--- src/rtl/serial_subtractor.sv ---
// Bit-serial subtractor: diff = a - b - bin, one bit per clock, LSB first,
// behind a start/busy/done handshake. Results hold until the next completion.
module serial_subtractor #(
    parameter int WIDTH = 8
) (
    input  logic             clk,
    input  logic             rst_n,
    input  logic             start,
    input  logic [WIDTH-1:0] a,
    input  logic [WIDTH-1:0] b,
    input  logic             bin,
    output logic             busy,
    output logic             done,
    output logic [WIDTH-1:0] diff,
    output logic             bout
);

    localparam int            CW   = $clog2(WIDTH) + 1;
    localparam logic [CW-1:0] LAST = CW'(WIDTH - 1);

    localparam logic [1:0] S_IDLE  = 2'd0;
    localparam logic [1:0] S_SHIFT = 2'd1;
    localparam logic [1:0] S_DONE  = 2'd2;

    logic [1:0]       state_q, state_d;
    logic [WIDTH-1:0] a_q, a_d;
    logic [WIDTH-1:0] b_q, b_d;
    logic [WIDTH-1:0] res_q, res_d;
    logic             br_q, br_d;
    logic [CW-1:0]    cnt_q, cnt_d;
    logic [WIDTH-1:0] diff_q, diff_d;
    logic             bout_q, bout_d;

    logic             d_bit;
    logic             br_nxt;
    logic [WIDTH-1:0] res_shift;

    always_comb begin
        d_bit     = a_q[0] ^ b_q[0] ^ br_q;
        br_nxt    = (~a_q[0] & b_q[0]) | (~(a_q[0] ^ b_q[0]) & br_q);
        // New difference bit enters at the MSB so after WIDTH steps bit 0 is the LSB.
        res_shift = res_q >> 1;
        res_shift[WIDTH-1] = d_bit;

        state_d = state_q;
        a_d     = a_q;
        b_d     = b_q;
        res_d   = res_q;
        br_d    = br_q;
        cnt_d   = cnt_q;
        diff_d  = diff_q;
        bout_d  = bout_q;

        case (state_q)
            S_IDLE, S_DONE: begin
                if (start) begin
                    a_d     = a;
                    b_d     = b;
                    br_d    = bin;
                    res_d   = '0;
                    cnt_d   = '0;
                    state_d = S_SHIFT;
                end else begin
                    state_d = S_IDLE;
                end
            end
            S_SHIFT: begin
                a_d   = a_q >> 1;
                b_d   = b_q >> 1;
                br_d  = br_nxt;
                res_d = res_shift;
                cnt_d = cnt_q + CW'(1);
                if (cnt_q == LAST) begin
                    diff_d  = res_shift;
                    bout_d  = br_nxt;
                    state_d = S_DONE;
                end
            end
            default: state_d = S_IDLE;
        endcase
    end

    always_ff @(posedge clk) begin
        if (!rst_n) begin
            state_q <= S_IDLE;
            a_q     <= '0;
            b_q     <= '0;
            res_q   <= '0;
            br_q    <= 1'b0;
            cnt_q   <= '0;
            diff_q  <= '0;
            bout_q  <= 1'b0;
        end else begin
            state_q <= state_d;
            a_q     <= a_d;
            b_q     <= b_d;
            res_q   <= res_d;
            br_q    <= br_d;
            cnt_q   <= cnt_d;
            diff_q  <= diff_d;
            bout_q  <= bout_d;
        end
    end

    assign busy = (state_q == S_SHIFT);
    assign done = (state_q == S_DONE);
    assign diff = diff_q;
    assign bout = bout_q;

endmodule

--- config.mk ---
export PLATFORM = sky130hd
export DESIGN_NAME = serial_subtractor
export DESIGN_NICKNAME = d
export VERILOG_FILES = /design/src/rtl/serial_subtractor.sv
export SDC_FILE = /design/constraint.sdc
export NUM_CORES = 1
export LEC_CHECK = 0
export CAP_MARGIN = 20
export CORE_ASPECT_RATIO = 0.5
export CORE_MARGIN = 10
export CORE_UTILIZATION = 54
export DETAILED_ROUTE_END_ITERATION = 10
export GPL_TIMING_DRIVEN = 0
export PLACE_DENSITY = 0.82
export SLEW_MARGIN = 40
export SYNTH_ARGS = -nofsm -noshare
export SYNTH_HDL_FRONTEND = slang
export SYNTH_SLANG_ARGS = --single-unit
--- constraint.sdc ---
create_clock -name clk -period 2.6 [get_ports clk]
set_input_delay 0.52 -clock clk [delete_from_list [all_inputs] [get_ports clk]]
set_output_delay 0.52 -clock clk [all_outputs]
set_load 0.005 [all_outputs]
## Word-level counts from Yosys, hierarchy flattened

Index checks and enable logic that the tools add are counted.

| storage, ports and cells | value |
|---|---|
| register bits after elaboration | 40 |
| bits of input ports | 20 |
| output and inout bits | 11 |

| operators by class | value |
|---|---|
| $add $sub $neg | 1 |
| equality and inequality tests | 5 |
| muxes and demuxes | 13 |
| bitwise gates (word level) | 7 |
| reduce and logical (&&, ||, !) cells | 5 |

Operator list:

| cell | number |
|---|---|
| one-hot mux 8 bit (2 select lines) | 3 |
| 2-to-1 mux 8 bit | 3 |
| one-hot mux 4 bit (2 select lines) | 1 |
| adder 4 x 1 -> 4 bit, second input constant | 1 |
| == test 4 x 3 -> 1 bit, second input constant | 1 |
| 2-to-1 mux 4 bit | 1 |
| one-hot mux 2 bit (2 select lines) | 1 |
| AND reduction 2 bit | 2 |
| bitwise AND 1 bit | 2 |
| == test 2 x 1 -> 1 bit, second input constant | 1 |
| == test 2 bit, second input constant | 1 |
| zero test 2 bit | 1 |
| 2-to-1 mux 1 bit | 2 |
| 2-to-1 mux 2 bit | 1 |
| inequality test 2 x 1 -> 1 bit, second input constant | 1 |
| inequality test 2 bit, second input constant | 1 |
| NOT 1 bit | 2 |
| one-hot mux 1 bit (2 select lines) | 1 |
| nonzero test 2 bit | 1 |
| OR reduction 2 bit | 1 |
| bitwise XOR 1 bit | 2 |
| OR 1 bit | 1 |

## Depth between registers and ports, before layout

Gate-level depths: netlist of run 1.

| logic depth | value |
|---|---|
| depth after elaboration | 5 |
| mapped depth | 5 |
| depth with buffers taken out | 4 |

## Worst setup path after synthesis of run 1

OpenSTA, ideal clock, no wires.

| timing | value |
|---|---|
| kind | flip-flop to output port |
| start point | register state_q[1] |
| end point | output busy |
| arrival time | 0.765 ns |
| required time | 2.080 ns |
| setup slack | 1.315 ns |
| stages on the path, launching flop included | 4 |
| buffers on the path | 1 |
| cells stage by stage | dfxtp_1 -> nand2b_2 -> inv_2 -> buf_4 |

| on the way | value |
|---|---|
| cells in the longest elaborated chain, start to end | 1 |

RTL lines:

| item | RTL line | text |
|---|---|---|
| start, declared | 25 | `logic [1:0] state_q, state_d;` |
| start signal, assigned | 94 | `state_q <= state_d;` |
| == test 2 x 1 -> 1 bit | 105 | `assign busy = (state_q == S_SHIFT);` |
| end, declared | 12 | `output logic busy,` |

Every way passes these cells.

## Worst setup path in the final report of run 1

Same ends and word-level chain as after synthesis.

==> qor.csv, run 1 <==
metric;value;unit
outcome;completed;
rrSetupSlack;1.20;ns
hold_depth;2;
clockRootBuffer;sky130_fd_sc_hd__clkbuf_8;
timing.slew.headroom;67.4;%
cts-buffers-inserted;5;
critPathCapture;busy;
max-cap-violations;0;
slowest_delay;0.54;ns
die_height;58.9;um
timing.final.max_slew_violations;0;
largest_buffer_count_on_any_clock_path;2;
endpoint_type_of_the_worst_setup_path;output port;
synthesis_to_finish_area_growth;28.4;%
leakage;0.000761;uW
number_of_cell_rows;13;
antenna_cells;0;
ys_top_cells_by_area;sky130_fd_sc_hd__dfxtp_1 (48%), sky130_fd_sc_hd__a21oi_1 (8.6%), sky130_fd_sc_hd__nand3_1 (8.3%);
critical_path_class;flip-flop to output port;
wire_length_of_the_first_global_routing_pass;6380;um
floorplan.initialDensity;59.8;%
drt_first_iter_violations;61;
clk_pin_slew_worst_paths;0.08;ns
cts_tree;yes;
final_common_cell;sky130_fd_sc_hd__dfxtp_1;
final_layout_size_suffix_gt1_share;11.4;%
pwr-share-clk;39.5;%
crit_buf_inv;3;
timing.rr.end;diff[3];
power_share_of_the_combinational_group;12.2;%
power_density;626;nW/um^2
power.switching;308;uW
coreArea;2730;um^2
wire_per_inst;14.7;um
totalWireLength;3770;um
post_cts_buffers;0;
post-place-cells;248;
overall_die_area;5760;um^2
groute.usage.overall;13.3;%
crit_fanout;10;
period_share;86.9;%
syn_area;1630;um^2
synth.yosys.warnings;0;
gpl.final_weighted_congestion;0.796;
rsz0062_at_grt;no;
crit_chain;nand2b_2 > inv_2 > buf_4 > clkdlybuf4s50_1;
grt_start_max_net_pins;13;
ys_ff_latch;39;
grt_antenna_before_repair;0;
commonest_cells_after_routing_fill_and_taps_aside;sky130_fd_sc_hd__dfxtp_1 (39), sky130_fd_sc_hd__clkdlybuf4s50_1 (30), sky130_fd_sc_hd__a21oi_1 (28), sky130_fd_sc_hd__nand2_1 (27), sky130_fd_sc_hd__nand3_1 (27);
synthesized_net_count;203;
min_period;2.26;ns
int_pwr;1010;uW
drcViolationCount;0;
cp-startpoint;state_q[1];
synthDominantCellAreaShare;47.8;%
worst_r2r_path_cells;4;
crit_cells;4;
path_delay_family;buffers and inverters;
synth_largest_area_cell;sky130_fd_sc_hd__dfxtp_1;
place.port_buffers;30;
critical_path_arrival;1.74;ns
yosys.cell_types.count;26;
count_of_nets_after_finishing;240;
vias_in_the_first_global_route;1391;
skew_pair_late_insertion_delay;0.29;ns
ys_seq_area_share;47.8;%
power.share.switching;23.4;%
r2r_path_start;cnt_q[0];
worst_margin_pin_slew;0.489;ns
die_x;97.8;um
io_pins;31;
timing.critical_path.from_type;flip-flop;
final-setup-viol-count;0;
postSynthCellCount;181;
dpl.hpwl;2700;um
max-vdd-ir-drop;0.487;mV
timing.setup.tns;0;ns
fin_cells;256;
timing_limited_maximum_frequency;443;MHz
sequentialPowerShare;48.2;%
setup_clock_skew_after_layout;0.00403;ns
post_cts_resized;0;
vias;1402;
report.final.hold_viol_count;0;
critPathRequiredTime;2.08;ns
cts_max_level;2;
antenna_violating_nets_post_route;0;
crit_path_top_delay_cell;sky130_fd_sc_hd__clkdlybuf4s50_1;
total_power;1310;uW
detail_route.first_pass.iterations;4;
postSynthAreaPerCell;9.03;um^2
worstHoldPathType;flip-flop to flip-flop;
final.hold.worst_slack;0.460;ns
gr-total-overflow;0;
vias_per_inst;5.48;
clock-sinks;39;
hold_buffers;0;
==> synth_stat cells, drive strengths merged <==
cell and instances:
nand2b 5, mux2 1, a2bb2oi 1, nand4 1, a211oi 1, dfxtp 39, nand2 27, nor2 2
mux2i 10, nor2b 2, inv 4, clkbuf 2, fa 1, ha 1, buf 13, nand3 27
a22oi 14, nand3b 1, nor3 1, a21oi 28
==> layout make-up <==
class                      instances  area (um^2)
sequential                        39          781
multi-input combinational        123          739
fill                             209          634
timing repair buffer              30          300
buffer                            15         98.8
clock buffer                       6         82.6
tap                               37         46.3
clock inverter                     2         35.0
inverter                           4         15.0
==> registers in the layout (all words and copies together), names as in the netlist <==
signal and count:
bout 1, b_q 8, br_q 1, diff 8, res_q 7, a_q 8, state_q 2, cnt_q 4
==> worst min-delay path by stage <==
stage	startpoint	end	slack (ns)
3_5_place_dp	diff[4]	diff[4]	0.45
5_1_grt	diff[4]	diff[4]	0.49
3_3_place_gp	bout	bout	0.44
4_1_cts	diff[4]	diff[4]	0.46
6_report	diff[5]	diff[5]	0.46
2_1_floorplan	res_q[1]	diff[0]	0.44
==> power groups by stage <==
| stage | registers, uW | logic, uW | clock network (uW) |
|---|---|---|---|
| 6_report | 634 | 161 | 519 |
| 5_1_grt | 637 | 176 | 553 |
| 4_1_cts | 634 | 160 | 526 |
| 3_5_place_dp | 648 | 160 | 0 |
| 3_3_place_gp | 646 | 156 | 0 |
| 2_1_floorplan | 644 | 101 | 0 |
==> worst register-to-register path, cell delays in order (launching register included) <==
cell and delay (ns):
sky130_fd_sc_hd__dfxtp_1 0.39, sky130_fd_sc_hd__ha_1 0.20, sky130_fd_sc_hd__nand3b_1 0.23, sky130_fd_sc_hd__nor2_8 0.28, sky130_fd_sc_hd__mux2i_1 0.23
==> stage by stage <==
| stage | area, um^2 | worst slack (ns) | util [%] |
|---|---|---|---|
| after floorplan | 1630 | 1.31 | - |
| after global routing | 2100 | 0.292 | 76.8 |
| after global placement | 1980 | 0.689 | 72.5 |
| final | 2100 | 0.341 | 76.8 |
| after detailed placement | 1980 | 0.664 | 72.5 |
| after CTS | 2100 | 0.334 | 76.8 |
==> kinds of logic (layout without fill, tap and decap cells) <==
kind of cell / count (synthesis) / count (layout) / synth area share, %
and+or+nand+nor: 66 / 66 / 19.9
AOI/OAI and AO/OA: 44 / 44 / 16.3
DFF: 39 / 39 / 47.8
buffers and inverters: 19 / 57 / 6.97
muxes: 11 / 11 / 7.04
adders and majority gates: 2 / 2 / 1.99
==> metal layers <==
| layer | up-vias | part of all wire [%] | GRT usage, % |
|---|---|---|---|
| met1 | 663 | 47 | 15.5 |
| met3 | 2 | 4.9 | 4.42 |
| met4 | 0 | 0.61 | 5.14 |
| li1 | 704 | - | - |
| met5 | - | 0 | 0 |
| met2 | 33 | 47 | 22.5 |
Power figures use the tool's default switching activity.
==> run 2: changes to the inputs <==
SKIP_CTS_REPAIR_TIMING = 1   (was not set)
==> results of run 2 <==
No change in the layout: final DEF, timing and power equal those of run 1.
